### src/rtl/demux_pkg.sv
// Shared channel-count constants, select type and one-hot decode helper
// for the buffered 1:4 demultiplexer.
package demux_pkg;

    localparam int NUM_CH = 4;
    localparam int SEL_W  = 2;

    typedef logic [SEL_W-1:0] ch_sel_t;

    // Decode a channel select into a 4-bit one-hot load vector.
    function automatic logic [3:0] onehot4(ch_sel_t sel);
        onehot4 = 4'b0001 << sel;
    endfunction

endpackage

### src/rtl/demux_ch_slot.sv
// One-entry output buffer for a single demux channel. Holds a word until
// the consumer takes it; a load in the same cycle as a drain keeps the
// slot full, so back-to-back words flow at one per cycle.
module demux_ch_slot #(
    parameter int DATA_W = 8
) (
    input  logic              clk,
    input  logic              rst_n,
    input  logic              flush,
    input  logic              load,
    input  logic [DATA_W-1:0] data_in,
    output logic              valid,
    input  logic              ready,
    output logic [DATA_W-1:0] data_out
);

    // Occupancy and data register: flush empties, load fills, drain empties.
    always_ff @(posedge clk or negedge rst_n) begin
        if (!rst_n) begin
            valid    <= 1'b0;
            data_out <= '0;
        end else if (flush) begin
            // Data is deliberately left in place; only occupancy is cleared.
            valid <= 1'b0;
        end else if (load) begin
            valid    <= 1'b1;
            data_out <= data_in;
        end else if (ready) begin
            valid <= 1'b0;
        end
    end

endmodule

### src/rtl/demux_1_to_4_buffered.sv
// Registered, valid/ready 1:4 demultiplexer. The destination is either the
// external {S1,S0} select or an internal round-robin pointer. Each channel
// owns a one-entry buffer, so upstream stalls only on the channel it targets.
module demux_1_to_4_buffered
    import demux_pkg::*;
#(
    parameter int DATA_W = 8
) (
    input  logic                     clk,
    input  logic                     rst_n,
    input  logic                     in_valid,
    output logic                     in_ready,
    input  logic [DATA_W-1:0]        in_data,
    input  logic                     S1,
    input  logic                     S0,
    input  logic                     auto_mode,
    input  logic                     flush,
    output logic [NUM_CH-1:0]        out_valid,
    input  logic [NUM_CH-1:0]        out_ready,
    output logic [NUM_CH*DATA_W-1:0] out_data,
    output logic [SEL_W-1:0]         rr_ptr
);

    ch_sel_t           dest;
    logic              accept;
    logic [NUM_CH-1:0] load;

    // Destination select, ready and load decode. Ready never looks at
    // in_valid, and a full slot being drained this cycle can still accept.
    always_comb begin
        dest     = auto_mode ? ch_sel_t'(rr_ptr) : ch_sel_t'({S1, S0});
        in_ready = !flush && (!out_valid[dest] || out_ready[dest]);
        accept   = in_valid && in_ready;
        load     = onehot4(dest) & {NUM_CH{accept}};
    end

    // Round-robin pointer: advances only on accepts in auto mode, cleared by
    // flush, and untouched when auto_mode toggles.
    always_ff @(posedge clk or negedge rst_n) begin
        if (!rst_n) begin
            rr_ptr <= '0;
        end else if (flush) begin
            rr_ptr <= '0;
        end else if (accept && auto_mode) begin
            rr_ptr <= rr_ptr + 1'b1;
        end
    end

    for (genvar k = 0; k < NUM_CH; k++) begin : g_slot
        demux_ch_slot #(.DATA_W(DATA_W)) u_slot (
            .clk      (clk),
            .rst_n    (rst_n),
            .flush    (flush),
            .load     (load[k]),
            .data_in  (in_data),
            .valid    (out_valid[k]),
            .ready    (out_ready[k]),
            .data_out (out_data[k*DATA_W +: DATA_W])
        );
    end

endmodule

### config.mk
export PLATFORM = sky130hd
export DESIGN_NAME = demux_1_to_4_buffered
export DESIGN_NICKNAME = d
export VERILOG_FILES = /design/src/rtl/demux_pkg.sv /design/src/rtl/demux_ch_slot.sv /design/src/rtl/demux_1_to_4_buffered.sv
export SDC_FILE = /design/constraint.sdc
export NUM_CORES = 1
export LEC_CHECK = 0
export ABC_AREA = 1
export CORE_MARGIN = 10
export CORE_UTILIZATION = 49
export CTS_CLUSTER_DIAMETER = 30
export DETAILED_ROUTE_END_ITERATION = 10
export PLACE_DENSITY = 0.89
export SLEW_MARGIN = 20
export SYNTH_ARGS = -nofsm -noshare
export SYNTH_HDL_FRONTEND = slang
export SYNTH_SLANG_ARGS = --single-unit
export TNS_END_PERCENT = 30
### constraint.sdc
create_clock -name clk -period 2.6 [get_ports clk]
set_input_delay 0.52 -clock clk [delete_from_list [all_inputs] [get_ports clk]]
set_output_delay 0.52 -clock clk [all_outputs]
set_load 0.01 [all_outputs]
==> summary.txt, run 1 <==
number of antenna-violating nets in the routed design -> 0
Core Footprint -> 3440 sq um
Slowest-stage cell, CP -> clkdlybuf4s50_1
Reg clk slew, reported paths -> 70 ps
Worst-Skew Late Latency -> 280 ps
Cells after Synth -> 182
Worst EP required -> 2080 ps
area of the mapped netlist -> 1790 sq um
Synth top area share -> 53.1%
worst reg2reg path depth -> 11
post-synth cell types -> 21
unrepaired setup endpoints after global routing -> false
Critical Path Fanout Max -> 4
area leader, netlist -> dfrtp_1
CP Capture Type -> output pin
synth top area cells -> dfrtp_1 (53%), nand2_1 (11%), o21ai_2 (7.8%)
Slew Limit Fails -> 0
Die Width -> 80.4 um
worst setup margin -> 167 ps
pre-CTS setup slack -> -277 ps
antenna violations before repair -> 0
row cnt -> 21
most instantiated cells after synthesis -> nand2_1 (54), dfrtp_1 (38), o21ai_1 (16), o21ai_2 (16), inv_1 (14)
I/O pin cnt -> 58
Finish-stage setup viols -> 0
Clock Tree Root -> clkbuf_8
Power Total -> 1880 uW
outcome -> completed
CTS Buf Count -> 5
worst hold margin -> 332 ps
htree depth -> 2
RD Place Congestion -> 0.792
crit path kind -> input port to output pin
DRT iter0 DRCs -> 70
Setup Fix Bufs, Post-CTS -> 0
GRT overflow -> 0
clk buf depth -> 2
largest net degree at the start of global routing -> 39
Tightest Hold Check Type -> input port to asynchronous set/reset pin
maximum VDD drop -> 553 uV
drt drc -> 0
r2r endpoint -> g_slot[1].u_slot.data_out[5]$_DFFE_PN0P_
delay-heaviest family, CP -> buffers and inverters
NumNets Final -> 265
Inst Count DP -> 285
max-cap violations -> 0
clock sinks -> 38
CP Launch Point -> S1
final HPWL from detailed placement -> 3240 um
Worst path depth -> 9
Synthesis Warnings -> 0
Yosys reg bits -> 38
power density over the cells -> 762 nW/um^2
Die Span Y -> 80.4 um
GRT Resource Usage Total -> 13.8%
post-route insts no fill -> 292
most numerous cell in the Yosys netlist -> nand2_1
Crit path top cell by count -> nand2_1
sequential share of the synthesized area -> 53.1%
Clock Skews -> 6.12 ps
R2R Path Start -> rr_ptr[1]$_DFFE_PN0P_
first-pass GRT wire length -> 7240 um
Final Cycle Share -> 93.6%
post_cts resized -> 2
Lkg Pwr -> 0.00114 uW
CP startpoint kind -> input port
Rel. slew slack -> 45.7%
reg2reg setup slack -> 760 ps
CP max stage delay -> 440 ps
CTS tree -> done
drt first pass iters -> 4
Buf+Inv Stages, Crit Path -> 3
Post-Syn Nets -> 201
syn avg cell area -> 9.83 sq um
Hold Buf Count CTS -> 0
vias in the first global route -> 1494
CP Data Arrival Time -> 1910 ps
Post-synth ARST share -> 100%
dominant synthesized flop cell -> dfrtp_1
Routed WL per cell -> 14.4 um
Min Clock Period, post-route -> 2430 ps
IO Port Bufs -> 57
number of synthesized flops with an enable pin -> 0
drt via density -> 4.92
drt total wl -> 4210 um
Least-Margin Pin Slew -> 814 ps
Cell Chain, Critical Path -> clkdlybuf4s50_1, inv_1, nand2_1, nand2_1, nand3_1, nand2_1, nor2_4, a21oi_1, dlygate4sd2_1
P&R area growth vs syn -> 37.9%
initial core utilization -> 52.0%
number of failing hold endpoints at the final stage -> 0
full die area -> 6470 sq um
layout cells sized above 1 -> 19.1%
Diodes inserted -> 0
DR vias -> 1436
max frequency -> 411 MHz
worst max-delay path by stage:
stage | endpoint | slack, ps
after detailed placement | in_ready | -280
final | in_ready | 170
after CTS | in_ready | 160
after global routing | in_ready | 40
after floorplan | in_ready | 860
after global placement | in_ready | -220
power breakdown:
part	switching [uW]	total (uW)	internal, uW
clock	185	369	184
combinational	311	691	380
sequential	83.5	820	737
per-layer routing:
metal	vias up	share of wire, %	GRT usage (%)
li1	713	-	-
met1	673	42	15.9
met2	48	48	22.9
met3	2	9.7	6.68
met4	0	0.19	2.64
met5	-	0	0
kinds of logic (layout without fill, tap and decap cells):
group / count (synthesis) / count (layout) / share of synthesized area (%)
buf+inv: 24 / 88 / 7.97
compound gates: 37 / 37 / 14.0
flops: 38 / 38 / 53.1
simple gates: 83 / 83 / 24.9
cell type report:
cell class              count  area, sq um
fillers                   251          975
flip-flops and latches     38          951
multi-input cells         120          696
repair buffers             65          623
clock buffers               6         72.6
inverters                  16         60.1
well taps                  46         57.6
clock inverters             1         7.51
cell usage in the layout, fill, tap and decap left out, drive strengths merged:
master         count
clkdlybuf4s50     54
clkbuf             6
nand3              6
clkinv             1
clkinvlp           1
o21ai             33
inv               15
nand2             64
buf                9
dfrtp             38
o31ai              2
nor2               7
nand4              6
a21oi              2
dlygate4sd2        2
flip-flops by register name, indices dropped and copies added (netlist names):
name	count
g_slot.u_slot.data_out	32
rr_ptr	2
g_slot.u_slot.valid	4
through the flow:
stage               setup TNS (ps)  util (%)  area, sq um
floorplan                        0         -         1790
finish                           0      71.7         2470
global placement              -222      69.4         2390
detailed placement            -277      69.4         2390
global route                     0      71.7         2470
CTS                              0      71.7         2470
Power figures use the tool's default switching activity.
==> run 2, diff against run 1 <==
--- a/config.mk
+++ b/config.mk
@@ -6,6 +6,7 @@
 export NUM_CORES = 1
 export LEC_CHECK = 0
 export ABC_AREA = 1
+export ABC_CLOCK_PERIOD_IN_PS = 2600
 export CORE_MARGIN = 10
 export CORE_UTILIZATION = 49
 export CTS_CLUSTER_DIAMETER = 30
==> results of run 2 <==
Final layout, timing and power as in run 1 (identical DEF).
